--- config.mk ---
export PLATFORM = sky130hd
export DESIGN_NAME = spi_master_ctrl_flat
export DESIGN_NICKNAME = d
export VERILOG_FILES = /design/src/rtl/spi_pkg.sv /design/src/rtl/spi_master_ctrl_if.sv /design/src/rtl/spi_clk_tick.sv /design/src/rtl/spi_master_ctrl.sv /design/src/flat_wrapper.sv
export SDC_FILE = /design/constraint.sdc
export NUM_CORES = 1
export LEC_CHECK = 0
export ABC_AREA = 1
export CAP_MARGIN = 0
export CORE_MARGIN = 4
export CORE_UTILIZATION = 60
export CTS_CLUSTER_SIZE = 14
export DETAILED_ROUTE_END_ITERATION = 16
export PLACE_DENSITY = 0.88
export SYNTH_ARGS = -nofsm -noshare
export SYNTH_HDL_FRONTEND = slang
export SYNTH_SLANG_ARGS = --single-unit
--- constraint.sdc ---
create_clock -name clk -period 4.4 [get_ports clk]
set_clock_uncertainty 0.1 [all_clocks]
set_input_delay 1.1 -clock clk [delete_from_list [all_inputs] [get_ports clk]]
set_output_delay 1.1 -clock clk [all_outputs]
set_load 0.05 [all_outputs]
--- src/rtl/spi_pkg.sv ---
// Shared types and constants for the SPI master controller.
package spi_pkg;

  typedef enum logic [1:0] {
    ST_IDLE,
    ST_SETUP,
    ST_SHIFT,
    ST_HOLD
  } spi_state_t;

  // SPI modes encoded as {cpol, cpha}
  localparam logic [1:0] MODE0 = 2'b00;
  localparam logic [1:0] MODE1 = 2'b01;
  localparam logic [1:0] MODE2 = 2'b10;
  localparam logic [1:0] MODE3 = 2'b11;

  localparam int SPI_MAX_WIDTH_LOG_DEF = 4;

endpackage

--- src/rtl/spi_master_ctrl_if.sv ---
// Transmit/receive handshake bundle between a host and spi_master_ctrl.
interface spi_master_ctrl_if
  import spi_pkg::*;
#(
  parameter int DATA_W = 2**SPI_MAX_WIDTH_LOG_DEF
);

  logic              tx_valid;
  logic              tx_ready;
  logic [DATA_W-1:0] tx_data;
  logic              rx_valid;
  logic [DATA_W-1:0] rx_data;

  modport master (
    output tx_valid, tx_data,
    input  tx_ready, rx_valid, rx_data
  );

  modport slave (
    input  tx_valid, tx_data,
    output tx_ready, rx_valid, rx_data
  );

endinterface

--- src/rtl/spi_clk_tick.sv ---
// Half-period tick generator: down-counter that pulses tick on every CLK_DIV-th enabled cycle.
module spi_clk_tick #(
  parameter int CLK_DIV = 4
) (
  input  logic clk,
  input  logic rst_n,
  input  logic en,
  input  logic clr,
  output logic tick
);

  localparam int CW = $clog2(CLK_DIV);
  localparam logic [CW-1:0] RELOAD = CW'(CLK_DIV - 1);

  logic [CW-1:0] cnt;

  always_ff @(posedge clk or negedge rst_n) begin
    if (!rst_n) begin
      cnt <= '0;
    end else if (clr) begin
      cnt <= RELOAD;
    end else if (en) begin
      if (cnt == '0) cnt <= RELOAD;
      else           cnt <= cnt - CW'(1);
    end
  end

  assign tick = en && !clr && (cnt == '0);

endmodule

--- src/rtl/spi_master_ctrl.sv ---
// SPI master: one frame of 1..2^SPI_MAX_WIDTH_LOG bits per accepted tx handshake, modes 0-3.
// Optional build macro SPI_MASTER_LOOPBACK_EN adds a loopback input (sample mosi instead of miso).
//
// state    | meaning
// ST_IDLE  | cs_n high, tx_ready high, sclk tracks live cpol
// ST_SETUP | cs_n low, first half-period before the first sclk edge
// ST_SHIFT | sclk toggling every CLK_DIV cycles, 2N edges total
// ST_HOLD  | last half-period after the final edge, then cs_n rises
module spi_master_ctrl
  import spi_pkg::*;
#(
  parameter int SPI_MAX_WIDTH_LOG = SPI_MAX_WIDTH_LOG_DEF,
  parameter int CLK_DIV           = 4
) (
  input  logic                         clk,
  input  logic                         rst_n,
  input  logic                         cpol,
  input  logic                         cpha,
  input  logic [SPI_MAX_WIDTH_LOG-1:0] spi_width,
  spi_master_ctrl_if.slave             bus,
  output logic                         busy,
  output logic                         sclk,
  output logic                         cs_n,
  output logic                         mosi,
`ifdef SPI_MASTER_LOOPBACK_EN
  input  logic                         loopback,
`endif
  input  logic                         miso
);

  localparam int DW = 2**SPI_MAX_WIDTH_LOG;
  localparam int EW = SPI_MAX_WIDTH_LOG + 2;

  spi_state_t    state, state_nxt;
  logic          tick, tick_en;
  logic          accept, toggle_en, frame_done;
  logic          leading, sample_bit;
  logic          cpha_q;
  logic [EW-1:0] edges_left;
  logic [DW-1:0] tx_aligned, tx_sr, rx_sr, rx_data_q;
  logic          rx_valid_q;

  assign tick_en = (state != ST_IDLE);

  spi_clk_tick #(.CLK_DIV(CLK_DIV)) u_tick (
    .clk   (clk),
    .rst_n (rst_n),
    .en    (tick_en),
    .clr   (~tick_en),
    .tick  (tick)
  );

  always_ff @(posedge clk or negedge rst_n) begin
    if (!rst_n) state <= ST_IDLE;
    else        state <= state_nxt;
  end

  always_comb begin
    state_nxt  = state;
    accept     = 1'b0;
    toggle_en  = 1'b0;
    frame_done = 1'b0;
    case (state)
      ST_IDLE: begin
        if (bus.tx_valid) begin
          accept    = 1'b1;
          state_nxt = ST_SETUP;
        end
      end
      ST_SETUP: begin
        if (tick) begin
          toggle_en = 1'b1;
          state_nxt = ST_SHIFT;
        end
      end
      ST_SHIFT: begin
        if (tick) begin
          toggle_en = 1'b1;
          if (edges_left == EW'(1)) state_nxt = ST_HOLD;
        end
      end
      ST_HOLD: begin
        if (tick) begin
          frame_done = 1'b1;
          state_nxt  = ST_IDLE;
        end
      end
      default: state_nxt = ST_IDLE;
    endcase
  end

  // Left-justify so the frame MSB always leaves from tx_sr[DW-1]; DW-1-spi_width == ~spi_width.
  assign tx_aligned = bus.tx_data << (~spi_width);
  // edges_left starts even, so an even count marks the leading edge of each bit.
  assign leading    = ~edges_left[0];

`ifdef SPI_MASTER_LOOPBACK_EN
  assign sample_bit = loopback ? mosi : miso;
`else
  assign sample_bit = miso;
`endif

  always_ff @(posedge clk or negedge rst_n) begin
    if (!rst_n) begin
      cs_n       <= 1'b1;
      sclk       <= 1'b0;
      mosi       <= 1'b0;
      cpha_q     <= 1'b0;
      edges_left <= '0;
      tx_sr      <= '0;
      rx_sr      <= '0;
      rx_data_q  <= '0;
      rx_valid_q <= 1'b0;
    end else begin
      rx_valid_q <= 1'b0;
      if (state == ST_IDLE) sclk <= cpol;
      if (accept) begin
        cs_n       <= 1'b0;
        cpha_q     <= cpha;
        edges_left <= {1'b0, spi_width, 1'b0} + EW'(2);
        rx_sr      <= '0;
        if (cpha) begin
          tx_sr <= tx_aligned;
        end else begin
          mosi  <= tx_aligned[DW-1];
          tx_sr <= tx_aligned << 1;
        end
      end
      if (toggle_en) begin
        sclk       <= ~sclk;
        edges_left <= edges_left - EW'(1);
        if (leading ^ cpha_q) begin
          rx_sr <= {rx_sr[DW-2:0], sample_bit};
        end else if (edges_left != EW'(1)) begin
          // the final trailing edge in CPHA=0 has no bit left; mosi keeps the last one
          mosi  <= tx_sr[DW-1];
          tx_sr <= tx_sr << 1;
        end
      end
      if (frame_done) begin
        cs_n       <= 1'b1;
        rx_valid_q <= 1'b1;
        rx_data_q  <= rx_sr;
      end
    end
  end

  assign busy         = (state != ST_IDLE);
  assign bus.tx_ready = (state == ST_IDLE);
  assign bus.rx_valid = rx_valid_q;
  assign bus.rx_data  = rx_data_q;

endmodule

--- src/flat_wrapper.sv ---
// flat-port wrapper written by rule: the top's interface ports become plain ports
module spi_master_ctrl_flat import spi_pkg::*;
#(
  parameter int SPI_MAX_WIDTH_LOG = SPI_MAX_WIDTH_LOG_DEF,
  parameter int CLK_DIV           = 4
)
  (clk, rst_n, cpol, cpha, spi_width, busy, sclk, cs_n, mosi, miso, bus_tx_valid, bus_tx_data, bus_tx_ready, bus_rx_valid, bus_rx_data);
  spi_master_ctrl_if #(.DATA_W(16)) bus_i ();
  input  logic clk;
  input  logic rst_n;
  input  logic cpol;
  input  logic cpha;
  input  logic [SPI_MAX_WIDTH_LOG-1:0] spi_width;
  output logic busy;
  output logic sclk;
  output logic cs_n;
  output logic mosi;
  input  logic miso;
  input wire logic [$bits(bus_i.tx_valid)-1:0] bus_tx_valid;
  input wire logic [$bits(bus_i.tx_data)-1:0] bus_tx_data;
  output wire logic [$bits(bus_i.tx_ready)-1:0] bus_tx_ready;
  output wire logic [$bits(bus_i.rx_valid)-1:0] bus_rx_valid;
  output wire logic [$bits(bus_i.rx_data)-1:0] bus_rx_data;
  assign bus_i.tx_valid = bus_tx_valid;
  assign bus_i.tx_data = bus_tx_data;
  assign bus_tx_ready = bus_i.tx_ready;
  assign bus_rx_valid = bus_i.rx_valid;
  assign bus_rx_data = bus_i.rx_data;
  spi_master_ctrl #(.SPI_MAX_WIDTH_LOG(SPI_MAX_WIDTH_LOG), .CLK_DIV(CLK_DIV)) u_core (.clk(clk), .rst_n(rst_n), .cpol(cpol), .cpha(cpha), .spi_width(spi_width), .bus(bus_i), .busy(busy), .sclk(sclk), .cs_n(cs_n), .mosi(mosi), .miso(miso));
endmodule
After elaboration in Yosys (flattened, before gate mapping). Cells that the tools add are included. Widths: inputs -> output; s select.

Equal/unequal tests: 10. Add/sub/neg operators: 3. Bitwise operators: 4. Mux-type cells: 33. Reduce and logical (&&, ||, !) cells: 9. Shift operators: 1.

Operators with widths (count): $mux 16 (8); $shl 16x4->16 (1); $mux 1 (15); $mux 2 (7); $mux 6 (2); $ne 2x1->1 const B (4); $pmux 2 s4 (1); $reduce_bool 2->1 (4); $add 5x2->6 const B (1); $eq 6x1->1 const B (1); $ne 6x1->1 const B (1); $sub 6x1->6 const B (1); $reduce_and 5->1 (1); $eq 2x2->1 const B (2); $logic_not 2->1 (2); $not 4->4 (1); $eq 2x1->1 const B (1); $ne 2x2->1 const B (1); $not 1->1 (2); $reduce_or 2->1 (1); $sub 2x1->2 const B (1); $logic_and 1x1->1 (1); $xor 1x1->1 (1).

Flip-flop bits (word level): 63. Output and inout bits: 22.

Longest topological paths before layout. Gate-level depths: netlist of run 1.

Word-level depth: 7. Depth in mapped cells: 12. Mapped depth without buffers: 12.

Hierarchy. A second synthesis of run 1 with hierarchy kept.

Cell total of the unflattened synthesis: 486. Area total of the unflattened synthesis: 3786.1 um2.

Modules (own cells, without submodules): spi_master_ctrl (times used 1, cells each 468, seq. area each 1527.7 um2, area each 3663.5 um2); spi_clk_tick (times used 1, cells each 18, seq. area each 50.0 um2, area each 122.6 um2).

Least setup slack after synthesis of run 1. No wires, ideal clock.

Kind: reg2out. Start: register u_core.state[0]. End: output busy. Stages on the path, launching flop included: 4. Data required time: 3.200 ns. Path buffers: 0. Data arrival time: 1.507 ns. Setup slack: 1.693 ns. Cells stage by stage: dfrtp_1 inv_1 ha_1 inv_1.

Cells in the longest elaborated chain, start to end: 1.

RTL lines: start, declared (line spi_master_ctrl.sv:34) `spi_state_t state, state_nxt;`; start signal, assigned (line spi_master_ctrl.sv:55) `else state <= state_nxt;`; $reduce_bool 2->1 (line spi_master_ctrl.sv:148) `assign busy = (state != ST_IDLE);`; end, declared (line flat_wrapper.sv:14) `output logic busy;`.

Every way passes these cells.

Worst setup path after layout of run 1. Same ends and word-level chain as after synthesis.

==> flow_summary.toml, run 1 <==
[floorplan]
core_area_mm2 = 0.00599
die_w_um = 87.2
die_h_um = 87.2
initial_core_util = 0.628
row_count = 28
die_area_mm2 = 0.00760
ios = 48

[synth]
synth_top_flop_cell = "dfrtp_1"
synth-seq-cells = 63
syn_avg_cell_area_um2 = 7.74
synth.area.top_cells = "dfrtp_1, nand3_1, nand2_1"
synthArstFlopShare = 1.00
syn_area_mm2 = 0.00376
synth-edff-count = 0
synth_nets = 521
yosys_warnings = 0
synthTopCellsByCount = "nand2_1, nand3_1, dfrtp_1"
syn_inst = 486
yosysTopAreaCellShare = 0.412
yosysMostFrequentCell = "nand2_1"
ys_types = 41
synth.largest_area_cell = "dfrtp_1"
synth-seq-area-share = 0.419

[critical_path]
critPathCaptureType = "output port"
timing_worst_setup_path_type = "reg2out"
cp.arrival_ps = 2110
start_kind = "flip-flop"
reg2reg_depth = 8
crit_slowest_cell = "clkdlybuf4s50_1"
cp_top_family = "buffers and inverters"
crit_path_frequent_cell = "inv_1"
cp_max_fo = 5
rr_startpoint = "u_core.state[0]"
required_ps = 3200
worst-r2r-setup-slack_ps = 2060
crit_chain = "inv_1 > ha_1 > inv_1 > clkdlybuf4s50_1"
path_buf_inv = 3
timing.rr.end = "u_core.rx_sr[1]"
slowest_delay_ps = 830

[run]
drv_cap = 0

[pwr]
pwr_density_cell_mw_per_mm2 = 513
p_leak_uw = 0.00212
peakVddDrop_mv = 0.411
finalPower_uw = 2240

[sta]
finalHoldViolations = 0
slew_headroom = 0.319
period_minus_slack_ps = 3310
hold_ws_ps = 369
period_share = 0.752
fmax_mhz = 302
rsz0062_at_grt = "no"
tightest_slew_ps = 1020
fin_setup_tns_ps = 0
finalSetupViolations = 0
layout_setup_ws_ps = 1090
slew_viol_final = 0

[global_routing]
gr-usage-all-layers = 0.252
antenna_found_initial = 0
grt_start_max_net_pins = 47
grt_pass1_vias = 3344
grt-ovfl-total = 0
grt_pass1_wl_um = 15300

[cts]
post_cts_resized = 0
cts_root_buf = "clkbuf_8"
clock_path_buffers = 2
post-cts-setup-buffers = 0
cts_tree = "yes"
cts.hold.buffers_added = 0
clock_latency_ps = 330
h-tree-depth = 3
cts_buffers = 9
path_clk_slew_ps = 70
clock-sinks = 63

[final_layout]
finish.cell_count_without_fillers = 605
layout-drive-gt1-share = 0.0887
finalNetCount = 560
area_growth_pct = 16.2
insertedDiodeCount = 0

[routing]
route.detailed.drc = 0
first_pass_iters = 7
routed_wl_um = 8870
vias = 3474
ant_nets = 0
wl_per_cell_um = 14.7
drt-initial-drc-count = 420
routed_via_density = 5.74

[place]
place.gp.congestion = 0.972
dp.cells = 589
hpwlAfterDp_um = 6350
portBuffers = 47
place_worst_setup_slack_ps = 1200

[hold_path]
hold_end = "u_core.u_tick.cnt[0]"
hold_path_depth = 1
hold_class = "reg2reg"
min_from = "u_core.u_tick.cnt[0]"

[run_status]
run_status = "complete, no violations"
placed cells by master (no fill, tap or decap), types with 2 or more instances in the layout:
master           netlist  final
o21ai_0               37     37
o211ai_1               2      2
inv_2                  5      5
a31oi_1                2      2
a21oi_2                2      2
nor2_1                16     16
or2_2                  2      2
or2_1                  3      3
a22oi_1                6      6
nand3_2                2      2
dfrtp_1               62     62
o21ai_1               10     10
clkbuf_8               0     11
clkbuf_1               4      2
nand2_2                7      7
nor2_4                 2      2
inv_1                 46     46
nand2_4                2      2
clkdlybuf4s50_1        0     46
nand2_1              118    118
a21oi_1               16     16
nand4_1                3      3
nor2_8                 2      2
nand3_1               98     98
ha_1                   9      9
buf_4                  3      2
metal layers:
metal	GRT usage	part of all wire	vias up
met5	0	0	-
met4	0.0921	0.014	0
met3	0.0473	0.049	18
met2	0.410	0.49	119
met1	0.337	0.45	1642
li1	-	-	1695
registers in the layout (all words and copies together) (netlist names):
| register | count |
|---|---|
| u_core.bus.rx_data | 16 |
| u_core.bus.rx_valid | 1 |
| u_core.cpha_q | 1 |
| u_core.cs_n | 1 |
| u_core.edges_left | 6 |
| u_core.mosi | 1 |
| u_core.rx_sr | 16 |
| u_core.sclk | 1 |
| u_core.state | 2 |
| u_core.tx_sr | 16 |
| u_core.u_tick.cnt | 2 |
layout make-up:
class | instances | area [um^2]
Multi-Input combinational cell | 349 | 1810
Clock inverter | 3 | 42.5
Clock buffer | 13 | 159
Fill cell | 449 | 1620
Tap cell | 75 | 93.8
Inverter | 53 | 206
Sequential cell | 63 | 1580
Timing Repair Buffer | 49 | 480
where the power goes:
part	total [uW]	leakage, uW	internal, uW	switching (uW)
Combinational	908	0.00118	321	587
Clock	519	0.0000996	292	227
Sequential	815	0.000833	721	93.4
Total	2240	0.00212	1340	907
logic make-up after synthesis:
group                      synth area share
and+or+nand+nor                       0.327
AOI/OAI and AO/OA                     0.118
buffers and inverters                0.0991
DFF                                   0.419
adders and majority gates            0.0299
xor gates and xnor gates            0.00665
metrics by stage:
step,utilization,cell area [um^2]
global placement,0.696,4170
detailed placement,0.696,4170
finish,0.730,4370
CTS,0.730,4370
floorplan,-,3760
global route,0.730,4370
worst max path at each step:
stage	startpoint	endpoint	slack [ps]	depth (start not counted)
finish	u_core.state[0]	busy	1090	4
floorplan	u_core.state[0]	busy	1690	3
global route	u_core.state[0]	busy	960	4
CTS	u_core.state[0]	busy	1080	4
global placement	spi_width[0]	u_core.tx_sr[6]	1200	10
detailed placement	spi_width[0]	u_core.tx_sr[7]	1200	10
(Power assumes the default switching activity.)
==> run 2, diff against run 1 <==
--- a/config.mk
+++ b/config.mk
@@ -8,10 +8,10 @@
 export ABC_AREA = 1
 export CAP_MARGIN = 0
 export CORE_MARGIN = 4
-export CORE_UTILIZATION = 60
+export CORE_UTILIZATION = 50
 export CTS_CLUSTER_SIZE = 14
 export DETAILED_ROUTE_END_ITERATION = 16
-export PLACE_DENSITY = 0.88
+export PLACE_DENSITY = 0.78
 export SYNTH_ARGS = -nofsm -noshare
 export SYNTH_HDL_FRONTEND = slang
 export SYNTH_SLANG_ARGS = --single-unit
==> constraint.sdc (replaced) <==
create_clock -name clk -period 3 [get_ports clk]
set_clock_uncertainty 0.1 [all_clocks]
set_input_delay 0.75 -clock clk [delete_from_list [all_inputs] [get_ports clk]]
set_output_delay 0.75 -clock clk [all_outputs]
set_load 0.05 [all_outputs]
==> flow_summary.toml, run 2 (synthesized netlist as in run 1, its figures left out) <==
[cts]
clock_path_buffers = 2
clock-sinks = 63
clock_latency_ps = 340
cts_buffers = 9
post-cts-setup-buffers = 0
cts_tree = "yes"
path_clk_slew_ps = 70
h-tree-depth = 3
cts_root_buf = "clkbuf_8"

[pwr]
peakVddDrop_mv = 0.388
pwr_density_cell_mw_per_mm2 = 730
p_leak_uw = 0.00214

[global_routing]
grt_start_max_net_pins = 34
gr-usage-all-layers = 0.210
antenna_found_initial = 0
grt_pass1_vias = 3278
grt_pass1_wl_um = 15000
grt-ovfl-total = 0

[floorplan]
ios = 48
die_w_um = 94.7
core_area_mm2 = 0.00729
initial_core_util = 0.516
die_h_um = 94.7
row_count = 31
die_area_mm2 = 0.00898

[sta]
period_minus_slack_ps = 2870
fmax_mhz = 348
finalHoldViolations = 0
fin_setup_tns_ps = 0
finalSetupViolations = 0
rsz0062_at_grt = "no"
slew_viol_final = 0
slew_headroom = 0.399
tightest_slew_ps = 899
period_share = 0.958

[critical_path]
critPathCaptureType = "output port"
rr_startpoint = "u_core.state[0]"
required_ps = 2150
cp_max_fo = 5
start_kind = "flip-flop"
timing_worst_setup_path_type = "reg2out"
crit_start = "u_core.state[0]"
cp.arrival_ps = 2020

[place]
place.gp.congestion = 0.942
dp.cells = 618
portBuffers = 47
hpwlAfterDp_um = 6290

[routing]
routed_wl_um = 8580
routed_via_density = 5.35
ant_nets = 0
first_pass_iters = 6
vias = 3393
wl_per_cell_um = 13.5
drt-initial-drc-count = 241
route.detailed.drc = 0

[final_layout]
final_common_cell = "nand2_1"
layout-drive-gt1-share = 0.101
layout_common_cells = "nand2_1, nand3_1, dfrtp_1, inv_1, clkdlybuf4s50_1"
finish.cell_count_without_fillers = 634
area_growth_pct = 17.9
finalNetCount = 565
fill_cells = 680
insertedDiodeCount = 0

[run]
drv_cap = 0

[run_status]
run_status = "complete, no violations"

[hold_path]
hold_class = "in2async"
[run 2: cell types whose count changed in the layout (fill, tap and decap cells not counted)]
cell,previous run,this run
clkdlybuf4s50_1,46,45
clkinvlp_4,1,2
buf_4,2,7
dlymetal6s2s_1,0,1
clkinv_4,0,1
clkbuf_8,11,9
clkbuf_1,2,0
inv_6,1,2
clkinv_2,1,2
[run 2: worst max-delay path, cell delays in order (launching register included)]
cell             delay, ps
dfrtp_1                420
inv_1                  130
ha_1                   290
clkdlybuf4s50_1        850
[run 2: routing by layer]
metal | vias up | part of all wire | wire length (um) | global-route usage
li1 | 1700 | - | - | -
met3 | 19 | 0.055 | 475 | 0.0446
met1 | 1577 | 0.46 | 3920 | 0.286
met2 | 97 | 0.47 | 4030 | 0.332
met5 | - | 0 | 0 | 0
met4 | 0 | 0.017 | 147 | 0.0709
[run 2: timing repair]
action / in CTS / in global routing
endpoints found under the setup margin: 0 / 1
hold endpoints to repair: 0 / 0
hold buffers: 0 / 0
gates resized for setup: 0 / 1
[run 2: final timing paths]
kind / end / slack (ps) / cells after the start
worst min-delay path: u_core.edges_left[1] / 260 / 1
worst max register to register: u_core.rx_sr[9] / 680 / 8
worst max-delay path: bus_tx_ready / 130 / 3
max in group asynchronous: u_core.cs_n / 1790 / 2
worst min register to register: u_core.u_tick.cnt[0] / 360 / 1
min in group clk: u_core.u_tick.cnt[0] / 360 / 1
[run 2: layout make-up]
type / instances / area (um^2) / share of cell area
clock buffer: 9 / 124 / 0.0279
tap: 99 / 124 / 0.0279
clock inverter: 7 / 72.6 / 0.0164
inverter: 53 / 206 / 0.0465
multi-input combinational: 349 / 1810 / 0.408
sequential: 63 / 1580 / 0.356
timing repair buffer: 54 / 520 / 0.117
[run 2: metrics by stage]
stage | utilization | total power [uW] | setup WS [ps] | instance area, um^2 | hold WS, ps
2_1_floorplan | - | 2200 | 643 | 3760 | 337
3_3_place_gp | 0.581 | 2480 | 387 | 4240 | 351
3_5_place_dp | 0.581 | 2520 | 391 | 4240 | 356
4_1_cts | 0.608 | 3260 | 31.8 | 4430 | 266
5_1_grt | 0.608 | 3490 | 61.4 | 4440 | 290
6_report | 0.608 | 3240 | 126 | 4440 | 259
[run 2: power by group]
part | internal, uW | switching (uW) | total (uW)
clock network | 384 | 341 | 725
registers | 1060 | 126 | 1180
logic | 474 | 855 | 1330
